<file path="src/rtl/arc_ucode_pkg.sv">
// Shared microword layout, condition codes, sequencer states and helpers for
// the ARC microsequencer.
package arc_ucode_pkg;

  localparam int MIR_W     = 41;
  localparam int A_MSB     = 40;
  localparam int A_LSB     = 35;
  localparam int AMUX_BIT  = 34;
  localparam int B_MSB     = 33;
  localparam int B_LSB     = 28;
  localparam int BMUX_BIT  = 27;
  localparam int C_MSB     = 26;
  localparam int C_LSB     = 21;
  localparam int CMUX_BIT  = 20;
  localparam int RD_BIT    = 19;
  localparam int WR_BIT    = 18;
  localparam int ALU_MSB   = 17;
  localparam int ALU_LSB   = 14;
  localparam int COND_MSB  = 13;
  localparam int COND_LSB  = 11;
  localparam int JADDR_MSB = 10;
  localparam int JADDR_LSB = 0;

  localparam logic [2:0] COND_NEXT   = 3'b000;
  localparam logic [2:0] COND_N      = 3'b001;
  localparam logic [2:0] COND_Z      = 3'b010;
  localparam logic [2:0] COND_V      = 3'b011;
  localparam logic [2:0] COND_C      = 3'b100;
  localparam logic [2:0] COND_IR13   = 3'b101;
  localparam logic [2:0] COND_JUMP   = 3'b110;
  localparam logic [2:0] COND_DECODE = 3'b111;

  localparam logic [3:0] ALU_NOP = 4'b1000;

  typedef enum logic [1:0] {
    ST_IDLE  = 2'd0,
    ST_RUN   = 2'd1,
    ST_FAULT = 2'd2
  } seq_state_e;

  // Dispatch target: op and op3 select a 4-word slot in the upper half of the store.
  function automatic logic [10:0] decode_addr(input logic [31:0] ir);
    return {1'b1, ir[31:30], ir[24:19], 2'b00};
  endfunction

  // Neutralise a microword: no register write, no PSR update, optionally no memory access.
  function automatic logic [MIR_W-1:0] squash_word(input logic [MIR_W-1:0] w,
                                                   input logic keep_mem);
    logic [MIR_W-1:0] r;
    r                  = w;
    r[C_MSB:C_LSB]     = 6'd0;
    r[CMUX_BIT]        = 1'b0;
    r[ALU_MSB:ALU_LSB] = ALU_NOP;
    if (!keep_mem) begin
      r[RD_BIT] = 1'b0;
      r[WR_BIT] = 1'b0;
    end else begin
      r[RD_BIT] = w[RD_BIT];
      r[WR_BIT] = w[WR_BIT];
    end
    return r;
  endfunction

endpackage

</file>
<file path="src/rtl/arc_next_addr.sv">
// Combinational next-microaddress select from the COND field, flags and IR.
module arc_next_addr
  import arc_ucode_pkg::*;
#(
  parameter int CS_AW = 11
) (
  input  logic [CS_AW-1:0] csar,
  input  logic [2:0]       cond,
  input  logic [CS_AW-1:0] jaddr,
  input  logic [3:0]       psr,
  input  logic [31:0]      ir,
  output logic [CS_AW-1:0] next_addr
);

  logic [CS_AW-1:0] incr_s;

  assign incr_s = csar + CS_AW'(1);

  // psr is {n,z,v,c}
  always_comb begin
    next_addr = incr_s;
    case (cond)
      COND_NEXT:   next_addr = incr_s;
      COND_N:      next_addr = psr[3] ? jaddr : incr_s;
      COND_Z:      next_addr = psr[2] ? jaddr : incr_s;
      COND_V:      next_addr = psr[1] ? jaddr : incr_s;
      COND_C:      next_addr = psr[0] ? jaddr : incr_s;
      COND_IR13:   next_addr = ir[13] ? jaddr : incr_s;
      COND_JUMP:   next_addr = jaddr;
      COND_DECODE: next_addr = CS_AW'(decode_addr(ir));
      default:     next_addr = incr_s;
    endcase
  end

endmodule

</file>
<file path="src/rtl/arc_microsequencer.sv">
// ARC control unit: CSAR, microword issue, memory-stall handling with timeout
// fault, and run/halt gating.
module arc_microsequencer
  import arc_ucode_pkg::*;
#(
  parameter int               CS_AW       = 11,
  parameter logic [CS_AW-1:0] START_ADDR  = '0,
  parameter int               MEM_TIMEOUT = 255
) (
  input  logic             clk,
  input  logic             rst,
  input  logic             run,
  input  logic [31:0]      ir,
  input  logic [3:0]       psr,
  input  logic [MIR_W-1:0] cs_data,
  output logic [CS_AW-1:0] cs_addr,
  output logic [MIR_W-1:0] mir,
  output logic             mem_rd,
  output logic             mem_wr,
  input  logic             mem_ack,
  output logic             stall,
  output logic             halted,
  output logic             fault,
  output logic [31:0]      instr_count
);

  seq_state_e       state_q;
  logic [CS_AW-1:0] csar_q;
  logic [7:0]       tmo_q;
  logic [31:0]      icount_q;

  logic             access_s;
  logic             stall_s;
  logic [MIR_W-1:0] mir_s;
  logic [CS_AW-1:0] next_s;
  logic [2:0]       cond_s;

  assign access_s = cs_data[RD_BIT] | cs_data[WR_BIT];
  assign cond_s   = cs_data[COND_MSB:COND_LSB];

  arc_next_addr #(.CS_AW(CS_AW)) u_next_addr (
    .csar      (csar_q),
    .cond      (cond_s),
    .jaddr     (cs_data[JADDR_MSB:JADDR_LSB]),
    .psr       (psr),
    .ir        (ir),
    .next_addr (next_s)
  );

  // Microword issue: full word when executing, squashed while stalled or not running.
  always_comb begin
    stall_s = 1'b0;
    mir_s   = squash_word(cs_data, 1'b0);
    case (state_q)
      ST_RUN: begin
        if (access_s && !mem_ack) begin
          stall_s = 1'b1;
          mir_s   = squash_word(cs_data, 1'b1);
        end else begin
          mir_s   = cs_data;
        end
      end
      default: begin
        stall_s = 1'b0;
        mir_s   = squash_word(cs_data, 1'b0);
      end
    endcase
  end

  // Sequencer FSM, CSAR, stall timeout counter and dispatch counter.
  always_ff @(posedge clk or posedge rst) begin
    if (rst) begin
      state_q  <= ST_IDLE;
      csar_q   <= START_ADDR;
      tmo_q    <= 8'd0;
      icount_q <= 32'd0;
    end else begin
      case (state_q)
        ST_IDLE: begin
          if (run) begin
            state_q <= ST_RUN;
          end
        end
        ST_RUN: begin
          if (stall_s) begin
            if (tmo_q == 8'(MEM_TIMEOUT)) begin
              state_q <= ST_FAULT;
            end else begin
              tmo_q <= tmo_q + 8'd1;
            end
          end else begin
            tmo_q  <= 8'd0;
            csar_q <= next_s;
            if (cond_s == COND_DECODE) begin
              icount_q <= icount_q + 32'd1;
              if (!run) begin
                state_q <= ST_IDLE;
              end
            end
          end
        end
        ST_FAULT: state_q <= ST_FAULT;
        default:  state_q <= ST_FAULT;
      endcase
    end
  end

  assign cs_addr     = csar_q;
  assign mir         = mir_s;
  assign mem_rd      = mir_s[RD_BIT];
  assign mem_wr      = mir_s[WR_BIT];
  assign stall       = stall_s;
  assign halted      = (state_q != ST_RUN);
  assign fault       = (state_q == ST_FAULT);
  assign instr_count = icount_q;

endmodule

</file>
<file path="config.mk">
export PLATFORM = sky130hd
export DESIGN_NAME = arc_microsequencer
export DESIGN_NICKNAME = d
export VERILOG_FILES = /design/src/rtl/arc_ucode_pkg.sv /design/src/rtl/arc_next_addr.sv /design/src/rtl/arc_microsequencer.sv
export SDC_FILE = /design/constraint.sdc
export NUM_CORES = 1
export LEC_CHECK = 0
export CAP_MARGIN = 5
export CORE_MARGIN = 4
export CORE_UTILIZATION = 41
export CTS_CLUSTER_SIZE = 20
export DETAILED_ROUTE_END_ITERATION = 8
export GPL_TIMING_DRIVEN = 0
export PLACE_DENSITY = 0.82
export SLEW_MARGIN = 40
export SYNTH_ARGS = -nofsm -noshare
export SYNTH_HDL_FRONTEND = slang
export SYNTH_SLANG_ARGS = --single-unit
</file>
<file path="constraint.sdc">
create_clock -name clk -period 1.9 [get_ports clk]
set_input_delay 0.285 -clock clk [delete_from_list [all_inputs] [get_ports clk]]
set_output_delay 0.285 -clock clk [all_outputs]
set_load 0.02 [all_outputs]
</file>
==> results.yml <==
status:
  status: "finished, final reports clean"
final_layout:
  postLayoutCoreUtil_pct: 64.9
  register_area_mm2: 0.00133
  drive_above_1_share_pct: 22.0
  fin_area_mm2: 0.00512
  design.final.nets: 601
  area.growth.synth_to_final_pct: 50.8
  finish.cell_count_without_fillers: 620
  antenna_cells_inserted: 0
  num-fill-cells: 636
  multi_input_area_mm2: 0.00180
clock_network:
  cts.htree.levels: 2
  clock_tree.root_cell: "clkbuf_8"
  clock_path_buffers: 2
  tritoncts: "yes"
  insertion_delay_ns: 0.31
  cts_hold_repair.buffers: 0
  clk_transition_reported_paths_ns: 0.11
  cts_buffers: 5
  cts.sinks: 53
logic_synthesis:
  yosysTopAreaCellShare_pct: 39.1
  netlist-cell-type-count: 62
  synth_seq_area_share_pct: 39.1
  post_synthesis_instance_area_mm2: 0.00340
  yosys_warnings: 0
  synth.most_common_cell: "dfrtp_1"
  synthArstFlopShare_pct: 100
  synth_edf_count: 0
  syn-num-nets: 449
  post-synth-top-area-cell: "dfrtp_1"
  commonest_cells_post_synth: "53 x dfrtp_1, 33 x buf_4, 33 x nand2_1"
  synth-main-ff-cell: "dfrtp_1"
  postSynthRegisterBits: 53
  ys_top_cells_by_area: "dfrtp_1 39%, buf_4 7.3%, xnor2_1 7.2%, and3_1 4.1%, nand2_1 3.6%"
  synth.avg_cell_area_um2: 9.30
  post_synth_inst_count: 365
setup_path:
  cp-end-kind: "primary output"
  timing.critical_path.slowest_cell_delay_ns: 0.36
  worst-path-buf-inv: 4
  regToRegSetupSlack_ns: 0.08
  critical_path.top_delay_family: "buffers and inverters"
  worst_r2r_endpoint: "tmo_q[0]"
  critical-path-top-cell-by-count: "buf_6"
  worstSetupStartpointType: "flip-flop"
  cp_data_arrival_time_ns: 1.57
  worstReg2RegStart: "tmo_q[0]"
  critPathKind: "flip-flop to primary output"
  required_ns: 1.62
  worstPathCellList: "and2b_2, buf_6, buf_8, and2_4, buf_4, buf_6"
  reg2regPathDepth: 6
  cp_max_fo: 5
  worst_path_max_delay_cell: "dfrtp_1"
timing:
  setup-violations-final: 0
  period_minus_slack_ns: 1.86
  max_slew.worst_pin.slew_ns: 0.366
  post-route-worst-setup-slack_ns: 0.0405
  clock_skew_ns: 0.00958
  grt_setup_unrepaired: "yes"
  layout_worst_path_cycle_share_pct: 97.9
  final-hold-violation-count: 0
  finalMaxSlewViolations: 0
  setup_tns_ns: 0
  achievable-frequency_mhz: 538
  timing.max_slew.rel_slack_pct: 75.4
drt:
  drt_wl_total_mm: 9.92
  drt_first_iter_violations: 112
  routedWlPerCell_um: 16.0
  antenna_left: 0
  number_of_vias_per_cell_after_detailed_routing: 5.39
  num_vias: 3344
  post-route-drc-count: 0
  drtPass1Iterations: 4
die:
  design.die.area_mm2: 0.00980
  placeableCoreArea_mm2: 0.00789
  std_cell_rows: 32
  die_height_um: 99.0
  initial_utilization_pct: 43.1
  die_w_um: 99.0
  io-pin-count: 170
pwr:
  power.ir.vdd_worst_mv: 0.333
  p_leak_uw: 0.00224
  p_per_area_mw_per_mm2: 656
placed_design:
  port_buffers: 132
  post_dp_cell_area_mm2: 0.00487
  post-dp-hpwl_mm: 7.67
  globalplace.congestion: 0.798
  numPlacedInstances: 600
  pre_cts_slack_ns: -0.642
hold_path:
  timing.hold.worst.class: "primary input to asynchronous set/reset pin"
global_route:
  global_route.overflow_total: 0
  grt_max_degree: 38
  grt_pass1_vias: 3388
  grt_first_pass_wirelength_mm: 15.9
  grtUsageTotal_pct: 19.4
  antenna_found_initial: 0
flow_run:
  timing.max_cap.violations: 0
layer usage:
| layer | share of wire [%] | wire length, um | GRT usage, % |
|---|---|---|---|
| met3 | 6.9 | 688 | 3.54 |
| met1 | 41 | 4060 | 23.9 |
| met5 | 0 | 0 | 0 |
| met4 | 1.4 | 136 | 5.46 |
| met2 | 51 | 5030 | 34.5 |
metrics by stage:
stage,hold WS [ns],power [uW]
6_report,0.246,3360
5_1_grt,0.261,3510
4_1_cts,0.248,3360
3_5_place_dp,0.462,2570
3_3_place_gp,0.461,2530
2_1_floorplan,0.412,2010
cell type report:
class                      instances  share of cell area, %
multi-input combinational        260                   35.2
timing repair buffer             148                   27.2
sequential                        53                   25.9
buffer                            42                   6.42
tap                              102                   2.49
clock buffer                       6                   1.42
clock inverter                     2                  0.757
inverter                           7                  0.562
worst max path at each step:
stage	start	to	slack [ns]	depth (start not counted)
after floorplan	cs_addr[0]	cs_addr[10]	0.09	6
after global placement	rst	cs_addr[1]	-0.70	2
after detailed placement	cs_data[18]	mir[26]	-0.64	5
after CTS	cs_data[13]	cs_addr[8]	-0.008	8
after global routing	state_q[1]	cs_addr[5]	-0.03	8
final	state_q[1]	mir[18]	0.04	6
worst register-to-register path, cell delays in order, from the launching register on:
cell,delay [ns]
dfrtp_1,0.41
ha_1,0.24
nand3_2,0.17
or3_4,0.45
o21ai_4,0.22
buf_4,0.15
mux2_2,0.14
sequential cells by signal (all words and copies together), names as in the netlist:
name         flops
cs_addr         11
state_q          2
instr_count     32
tmo_q            8
timing repair:
item                                    4_1_cts  5_1_grt
endpoints found under the hold margin         0        0
gates resized for setup                      82       26
pin swaps                                     4        3
endpoints found under the setup margin       42       45
cloned                                        1        1
buffers inserted                             10        3
cells by family after synthesis:
| group | synth area share [%] |
|---|---|
| AOI/OAI and AO/OA | 15.0 |
| xor gates and xnor gates | 8.77 |
| adders and majority gates | 1.11 |
| buffers and inverters | 10.0 |
| DFF | 39.1 |
| muxes | 0.995 |
| and+or+nand+nor | 25.1 |
cells in the final DEF, fill, tap and decap left out, types with 14 or more instances in the layout:
cell / synthesis / routed
o21ai_0: 22 / 21
dfrtp_1: 53 / 52
buf_4: 33 / 48
and3_1: 22 / 22
clkdlybuf4s50_1: 0 / 111
buf_2: 5 / 14
xnor2_1: 28 / 28
nand3_1: 23 / 22
nor2_1: 15 / 14
nand2_1: 33 / 30
report_power, final:
part	switching [uW]	internal, uW
clock network	390	397
registers	176	1240
logic	569	595
total	1130	2230
No activity file was read; power rests on OpenSTA's default activity.
